## config.mk

```make
export PLATFORM = sky130hd
export DESIGN_NAME = serial_sub_ctrl
export DESIGN_NICKNAME = d
export VERILOG_FILES = /design/src/rtl/serial_sub_ctrl.sv
export SDC_FILE = /design/constraint.sdc
export NUM_CORES = 1
export LEC_CHECK = 0
export CAP_MARGIN = 40
export CORE_ASPECT_RATIO = 2
export CORE_UTILIZATION = 30
export CTS_CLUSTER_SIZE = 25
export DETAILED_ROUTE_END_ITERATION = 6
export PLACE_DENSITY = 0.59
export RECOVER_POWER = 100
export SYNTH_ARGS = -nofsm -noshare
export SYNTH_HDL_FRONTEND = slang
export SYNTH_SLANG_ARGS = --single-unit
```

## constraint.sdc

```tcl
create_clock -name clk -period 1.3 [get_ports clk]
set_input_delay 0.13 -clock clk [delete_from_list [all_inputs] [get_ports clk]]
set_output_delay 0.13 -clock clk [all_outputs]
set_load 0.01 [all_outputs]
```

## src/rtl/serial_sub_ctrl.sv

```systemverilog
// Bit-serial a - b - bin over WIDTH bits: one full-subtractor step per clock, LSB first, borrow kept in a flop.
// Latency: done pulses WIDTH+1 cycles after the accepted start edge; busy spans WIDTH+2 cycles.
// Backpressure: none; start is sampled only in IDLE and is ignored while an operation runs (no queuing).
// Optional flags: define SERIAL_SUB_FLAGS_EN to add the registered zero/ovf outputs.
module serial_sub_ctrl #(
    parameter int WIDTH = 8
) (
    input  logic             clk,
    input  logic             rstn,
    input  logic             start,
    input  logic [WIDTH-1:0] a,
    input  logic [WIDTH-1:0] b,
    input  logic             bin,
    output logic             busy,
    output logic             done,
    output logic [WIDTH-1:0] d,
    output logic             bout
`ifdef SERIAL_SUB_FLAGS_EN
    ,
    output logic             zero,
    output logic             ovf
`endif
);

    // Counter is at least one bit wide so WIDTH=1 still has a legal vector.
    localparam int CW = (WIDTH > 1) ? $clog2(WIDTH) : 1;
    localparam logic [CW-1:0] LAST_BIT = CW'(WIDTH - 1);

    typedef enum logic [1:0] {
        IDLE = 2'd0,
        RUN  = 2'd1,
        DONE = 2'd2
    } state_t;

    state_t           state;
    logic [WIDTH-1:0] sa;
    logic [WIDTH-1:0] sb;
    logic [WIDTH-1:0] sd;
    logic             br;
    logic [CW-1:0]    cnt;

    logic             cell_a;
    logic             cell_b;
    logic             cell_d;
    logic             cell_bout;
    // Cell difference bit concatenated above sd; the upper WIDTH bits are sd after one right shift.
    logic [WIDTH:0]   sd_cat;

`ifdef SERIAL_SUB_FLAGS_EN
    // Operand MSBs from the accepted start, needed for the overflow term after the operands shift out.
    logic             a_msb;
    logic             b_msb;
`endif

    // One-bit full subtractor evaluated on the current LSBs and the held borrow.
    always_comb begin
        cell_a    = sa[0];
        cell_b    = sb[0];
        cell_d    = cell_a ^ cell_b ^ br;
        cell_bout = (~cell_a & cell_b) | (~(cell_a ^ cell_b) & br);
        sd_cat    = {cell_d, sd};
    end

    // Sequencer: capture in IDLE, one bit per cycle in RUN, publish the result from DONE.
    always_ff @(posedge clk or negedge rstn) begin
        if (!rstn) begin
            state <= IDLE;
            sa    <= '0;
            sb    <= '0;
            sd    <= '0;
            br    <= 1'b0;
            cnt   <= '0;
            busy  <= 1'b0;
            done  <= 1'b0;
            d     <= '0;
            bout  <= 1'b0;
`ifdef SERIAL_SUB_FLAGS_EN
            a_msb <= 1'b0;
            b_msb <= 1'b0;
            zero  <= 1'b0;
            ovf   <= 1'b0;
`endif
        end else begin
            case (state)
                IDLE: begin
                    done <= 1'b0;
                    // busy follows an accepted start so back-to-back operations keep it high.
                    busy <= start;
                    if (start) begin
                        sa    <= a;
                        sb    <= b;
                        br    <= bin;
                        cnt   <= '0;
                        state <= RUN;
`ifdef SERIAL_SUB_FLAGS_EN
                        a_msb <= a[WIDTH-1];
                        b_msb <= b[WIDTH-1];
`endif
                    end
                end
                RUN: begin
                    sa <= sa >> 1;
                    sb <= sb >> 1;
                    sd <= sd_cat[WIDTH:1];
                    br <= cell_bout;
                    // Counter saturates on the last bit so WIDTH=1 keeps it at zero.
                    if (cnt == LAST_BIT) begin
                        state <= DONE;
                    end else begin
                        cnt <= cnt + 1'b1;
                    end
                end
                DONE: begin
                    d     <= sd;
                    bout  <= br;
                    done  <= 1'b1;
                    state <= IDLE;
`ifdef SERIAL_SUB_FLAGS_EN
                    zero  <= (sd == '0);
                    ovf   <= (a_msb ^ b_msb) & (sd[WIDTH-1] ^ a_msb);
`endif
                end
                default: begin
                    state <= IDLE;
                end
            endcase
        end
    end

endmodule

```

### Word level (Yosys, flattened, before mapping)

Cells that the tools add are included.

| cells by class | value |
|---|---|
| $add $sub $neg | 1 |
| bitwise gates (word level) | 7 |
| reduce and logical (&&, ||, !) cells | 6 |
| eq/ne operators | 6 |
| multiplexer cells | 13 |

Operators by type and width:

| cell | number |
|---|---|
| $pmux 8 s2 | 2 |
| $mux 8 | 2 |
| $mux 3 | 2 |
| $ne 2x2->1 const B | 3 |
| $pmux 3 s2 | 1 |
| $mux 2 | 2 |
| $pmux 1 s2 | 2 |
| $pmux 2 s2 | 1 |
| $reduce_and 2->1 | 2 |
| $reduce_bool 2->1 | 2 |
| $add 3x1->3 const B | 1 |
| $eq 3x3->1 const B | 1 |
| $reduce_and 3->1 | 1 |
| $and 1x1->1 | 2 |
| $eq 2x1->1 const B | 1 |
| $eq 2x2->1 const B | 1 |
| $logic_not 2->1 | 1 |
| $not 1->1 | 2 |
| $xor 1x1->1 | 2 |
| $mux 1 | 1 |
| $or 1x1->1 | 1 |

| storage, ports and cells | value |
|---|---|
| flip-flop bits (word level) | 41 |
| output and inout bits | 11 |
| input port bits | 20 |

### Logic depth before layout (Yosys ltp)

| logic depth | value |
|---|---|
| depth in word-level cells | 5 |
| mapped depth | 4 |
| mapped depth without buffers | 4 |

### Worst setup path after synthesis

OpenSTA, ideal clock, no wires.

| path | value |
|---|---|
| kind | register to register |
| start | register cnt[0] |
| end | register cnt[0] |
| library setup time | 0.090 ns |
| data required time | 1.210 ns |
| cell stages (with the launch flop) | 5 |
| setup slack | -0.030 ns |
| arrival | 1.240 ns |
| path buffers | 0 |
| cell sequence | dfrtp_1 -> ha_1 -> ha_1 -> or2_2 -> o221ai_1 |

| on the way | value |
|---|---|
| cells in the longest elaborated chain, start to end | 3 |
| elaborated cells between the ends (all ways) | 6 |
| classes of those cells | add/sub (1); eq/ne (2); mux (2); reduce/logical (1) |

Ends and longest elaborated chain:

| item | line | RTL |
|---|---|---|
| start, declared | 40 | `logic [CW-1:0] cnt;` |
| start signal, assigned | 110 | `cnt <= cnt + 1'b1;` |
| $add 3x1->3 or $eq 3x3->1 (tied branches) | 110, 107 |  |
| $mux 3 or $ne 2x2->1 (tied branches) | -- |  |
| $pmux 3 s2 or $reduce_and 3->1 (tied branches) | -- |  |

Several ways; a longest one is shown, not always the timed one. The select of a mux whose other input is x is not followed.
A chain may end at the register's enable or synchronous reset.

### Worst setup path in the final report

| path | value |
|---|---|
| start | register state[1] |
| end | register sb[2] |

| on the way | value |
|---|---|
| cells in the longest elaborated chain, start to end | 3 |
| elaborated cells between the ends (all ways) | 6 |
| classes of those cells | eq/ne (2); mux (1); reduce/logical (3) |

Ends and longest elaborated chain:

| item | line | RTL |
|---|---|---|
| start, declared | 35 | `state_t state;` |
| start signal, assigned | 67 | `state <= IDLE;` |
| start signal, assigned | 94 | `state <= RUN;` |
| start signal, assigned | 108 | `state <= DONE;` |
| $eq 2x1->1 or $logic_not 2->1 (tied branches) | 84 | `case (state)` |
| $reduce_bool 2->1 (no line) or $ne 2x2->1 (tied branches) | -- |  |
| $reduce_and 2->1 (no line) | -- |  |
| end signal, assigned | 103 | `sb <= sb >> 1;` |
| end, declared | 37 | `logic [WIDTH-1:0] sb;` |

Several ways; a longest one is shown, not always the timed one.

==> tab_implementation.tex <==
\begin{tabular}{lr}
\hline
Metric & Value \\
\hline
\multicolumn{2}{l}{\textbf{Outcome}} \\
\quad Result of the run & complete, but fails checks \\
\quad Violations in the final reports & DRC, setup timing \\
\multicolumn{2}{l}{\textbf{Power and ir drop}} \\
\quad Final Total Pwr & 5.92 mW \\
\quad Static leakage power & 1.14 nW \\
\quad Cell Pwr Density & 2250 nW/um\^{}2 \\
\quad Sequential cell fraction of total power & 0.375 \\
\quad Switching power share of the total & 0.296 \\
\quad Internal Dissipation & 4.17 mW \\
\quad Power share of the clock group & 0.214 \\
\quad Switching power total & 1.75 mW \\
\quad Worst ir drop on vdd & 0.548 mV \\
\quad Combinational share of power & 0.411 \\
\multicolumn{2}{l}{\textbf{Placed design}} \\
\quad Gpl congestion & 0.702 \\
\quad IO buf count & 30 \\
\quad Area after detailed placement & 2340 sq um \\
\quad Placed wire-length estimate & 2900 microns \\
\multicolumn{2}{l}{\textbf{Routing}} \\
\quad Via count & 1,314 \\
\quad DR vias/cell & 5.30 \\
\quad Detailed-router iteration count before antenna repair & 6 \\
\quad Total Wirelength & 4060 microns \\
\quad Number of DRC violations after detailed routing & 4 \\
\quad Routed len/inst & 16.4 microns \\
\quad Remaining antenna violation count & 0 \\
\quad Starting DRC count in detailed routing & 46 \\
\multicolumn{2}{l}{\textbf{Global routing}} \\
\quad Wire length of the first global-routing pass & 6690 microns \\
\quad Global-route met1 utilization & 0.131 \\
\quad Maximum number of pins on one net before global-route repair & 42 \\
\quad Grt peak-use layer & met2 \\
\quad Total global routing track utilization & 0.135 \\
\quad Met3 layer usage reported by global route & 0.0227 \\
\quad Antenna violations before repair & 0 \\
\quad Met2 demand-to-capacity share in global routing & 0.259 \\
\quad Total congestion overflow & 0 \\
\quad Vias in the first global route & 1,431 \\
\multicolumn{2}{l}{\textbf{Clock tree}} \\
\quad Insertion delay to the later sink of the worst-skew pair & 0.28 ns \\
\quad Cts bufs inserted & 5 \\
\quad H-tree levels & 2 \\
\quad Clock-pin slew of the registers on the worst-case setup and hold paths & 0.06 ns \\
\quad TritonCTS clock tree & built \\
\quad Clock tree root driver cell & sky130\_fd\_sc\_hd\_\_clkbuf\_16 \\
\quad Number of clock sinks seen by CTS & 41 \\
\quad CTS Buffer Depth & 2 \\
\multicolumn{2}{l}{\textbf{STA}} \\
\quad Fmax & 726 MHz \\
\quad RSZ-0062 raised after global routing & true \\
\quad Total count of hold-check failures in the final report & 0 \\
\quad Worst clock skew on the final layout & 0.00299 ns \\
\quad Slew HR & 0.625 \\
\quad Setup violators final & 15 \\
\quad Worst Max-Slew Pin Slew & 0.563 ns \\
\quad Number of max-slew violations in the final report & 0 \\
\quad Shortest clock period the worst path allows after layout & 1.38 ns \\
\quad Worst-case setup margin in the final layout & -0.0771 ns \\
\quad Aggregate negative setup slack & -0.997 ns \\
\quad Final cycle utilization of the critical path & 1.06 \\
\quad Hold WS & 0.480 ns \\
\multicolumn{2}{l}{\textbf{Logic synthesis}} \\
\quad Synth cell types & 25 \\
\quad Number of nets produced by synthesis & 162 \\
\quad Seq/Total Area, Yosys & 0.548 \\
\quad Proportion of synthesized flip-flops having asynchronous set or reset & 1.00 \\
\quad Post-synth top flop & sky130\_fd\_sc\_hd\_\_dfrtp\_1 \\
\quad Cell types occupying the most area after synthesis & sky130\_fd\_sc\_hd\_\_dfrtp\_1, sky130\_fd\_sc\_hd\_\_mux2\_2, sky130\_fd\_sc\_hd\_\_o221a\_2, sky130\_fd\_sc\_hd\_\_or4b\_1, sky130\_fd\_sc\_hd\_\_nand2b\_1 \\
\quad Most repeated cell in the gate-level netlist after synthesis & sky130\_fd\_sc\_hd\_\_dfrtp\_1 \\
\quad Post-Syn Area & 1870 sq um \\
\quad Cell count after synthesis & 139 \\
\quad Syn avg cell area & 13.5 sq um \\
\quad Largest area contributor in the synthesized netlist & sky130\_fd\_sc\_hd\_\_dfrtp\_1 \\
\quad Register bit count reported by yosys & 41 \\
\quad Synthesis warning total & 0 \\
\quad EDFF count, synth & 0 \\
\quad Most numerous cell types in the synthesized netlist & sky130\_fd\_sc\_hd\_\_dfrtp\_1, sky130\_fd\_sc\_hd\_\_mux2\_2, sky130\_fd\_sc\_hd\_\_o221a\_2, sky130\_fd\_sc\_hd\_\_or4b\_1, sky130\_fd\_sc\_hd\_\_inv\_1 \\
\quad Share of Yosys cell area claimed by the top area cell type & 0.548 \\
\multicolumn{2}{l}{\textbf{Floorplan}} \\
\quad Die Outline Area & 6580 sq um \\
\quad Row Count & 40 \\
\quad Number of primary I/O pins & 31 \\
\quad Die height & 114 microns \\
\quad Initial Utilization & 0.312 \\
\quad Core ar. & 6010 sq um \\
\quad Die X & 57.9 microns \\
\multicolumn{2}{l}{\textbf{Critical path}} \\
\quad Critical Path Start Type & register \\
\quad Class of the most critical setup path & register to register \\
\quad Sort of element at the end of the critical path & register \\
\quad Arrival time at the worst endpoint & 1.54 ns \\
\quad Req. time, crit path & 1.46 ns \\
\quad Largest fanout of any net on the critical path & 5 \\
\multicolumn{2}{l}{\textbf{Cells and area}} \\
\quad Antenna cells & 0 \\
\quad Layout overhead on the synthesized area & 40.3\% \\
\quad Number of nets at the end of the flow & 207 \\
\quad Share of post-route cells with drive strength above 1 & 0.427 \\
\quad Post-route standard cell area excluding fillers & 2630 sq um \\
\multicolumn{2}{l}{\textbf{Flow run}} \\
\quad Reported max-cap violation count & 0 \\
\multicolumn{2}{l}{\textbf{Worst hold path}} \\
\quad Class of the worst hold path & primary input to async pin \\
\hline
\end{tabular}
==> through the flow <==
stage                     utilization  instances  setup slack (ns)
after floorplan                     -        139           -0.0118
after CTS                       0.434        246           -0.0920
after detailed placement        0.390        234            -0.258
final                           0.438        248           -0.0771
after global placement          0.390        234            -0.187
after global routing            0.438        248            -0.118
==> power by group through the flow <==
stage,registers [mW],clock network [mW],logic [mW]
4_1_cts,2.22,1.31,2.41
6_report,2.22,1.27,2.43
3_5_place_dp,2.24,0,2.17
5_1_grt,2.29,1.35,2.63
3_3_place_gp,2.20,0,2.02
2_1_floorplan,2.19,0,1.35
==> area by class of cell <==
| cell class | instances | area (sq um) |
|---|---|---|
| clock buffers | 7 | 153 |
| clock inverters | 1 | 5.00 |
| fillers | 568 | 3380 |
| inverters | 7 | 26.3 |
| multi-input cells | 78 | 820 |
| flip-flops and latches | 41 | 1030 |
| well taps | 63 | 78.8 |
| repair buffers | 51 | 518 |
==> flip-flops by register name, summed over array words and instances, names as in the netlist <==
signal	count
busy	1
bout	1
cnt	3
sd	8
sa	8
state	2
br	1
sb	8
d	8
done	1
==> repair_timing <==
action,in CTS,in global routing
hold endpoints to repair,41,0
gates resized for setup,17,10
buffers inserted,2,2
pin swaps,0,1
hold buffers,1,0
endpoints found under the setup margin,32,45
gates cloned,1,0
==> worst paths after layout <==
kind	startpoint	end	slack [ns]	cells after the start
setup / recovery	state[1]$_DFFE_PN0P_	sb[2]$_DFFE_PN0P_	-0.08	3
max in group asynchronous	rstn	state[1]$_DFFE_PN0P_	0.41	3
hold / removal	rstn	sd[0]$_DFFE_PN0N_	0.48	3
min in group clk	done$_DFFE_PN0P_	done$_DFFE_PN0P_	0.48	2
hold reg to reg	done$_DFFE_PN0P_	done$_DFFE_PN0P_	0.48	2
setup reg to reg	state[1]$_DFFE_PN0P_	sb[2]$_DFFE_PN0P_	-0.08	3
==> critical path: stages, from the launching register on <==
cell	delay, ns
sky130_fd_sc_hd__dfrtp_2	0.45
sky130_fd_sc_hd__buf_4	0.16
sky130_fd_sc_hd__or4b_4	0.53
sky130_fd_sc_hd__o221a_2	0.14
==> cell families (layout without fill, tap and decap cells) <==
kind of cell	after synthesis	after routing	synth area share
adder cells (fa/ha/maj)	3	3	0.0240
buffers and inverters	20	66	0.0514
AND/OR/NAND/NOR	35	35	0.146
AO/OA/AOI/OAI	22	22	0.122
multiplexers	18	18	0.108
flip-flops	41	41	0.548
==> placed cells by master, fill, tap and decap left out, types with 2 or more instances in the layout <==
| cell | n |
|---|---|
| sky130_fd_sc_hd__and4bb_2 | 2 |
| sky130_fd_sc_hd__dlygate4sd2_1 | 3 |
| sky130_fd_sc_hd__nand2_1 | 4 |
| sky130_fd_sc_hd__inv_1 | 6 |
| sky130_fd_sc_hd__clkdlybuf4s25_1 | 7 |
| sky130_fd_sc_hd__mux2_2 | 17 |
| sky130_fd_sc_hd__buf_4 | 14 |
| sky130_fd_sc_hd__buf_12 | 3 |
| sky130_fd_sc_hd__o221a_2 | 13 |
| sky130_fd_sc_hd__clkdlybuf4s50_1 | 19 |
| sky130_fd_sc_hd__o221ai_2 | 3 |
| sky130_fd_sc_hd__a211o_2 | 2 |
| sky130_fd_sc_hd__dfrtp_1 | 40 |
| sky130_fd_sc_hd__clkbuf_8 | 2 |
| sky130_fd_sc_hd__nor3b_1 | 2 |
| sky130_fd_sc_hd__nand2b_1 | 4 |
| sky130_fd_sc_hd__nand3_1 | 3 |
| sky130_fd_sc_hd__or4b_4 | 3 |
| sky130_fd_sc_hd__clkbuf_16 | 5 |
| sky130_fd_sc_hd__or4b_1 | 12 |
==> per-layer routing <==
layer	wire length [microns]	up-vias
li1	-	612
met1	1450	658
met2	2330	35
met3	163	9
met4	116	0
met5	0	-
No activity file was read; power rests on OpenSTA's default activity.
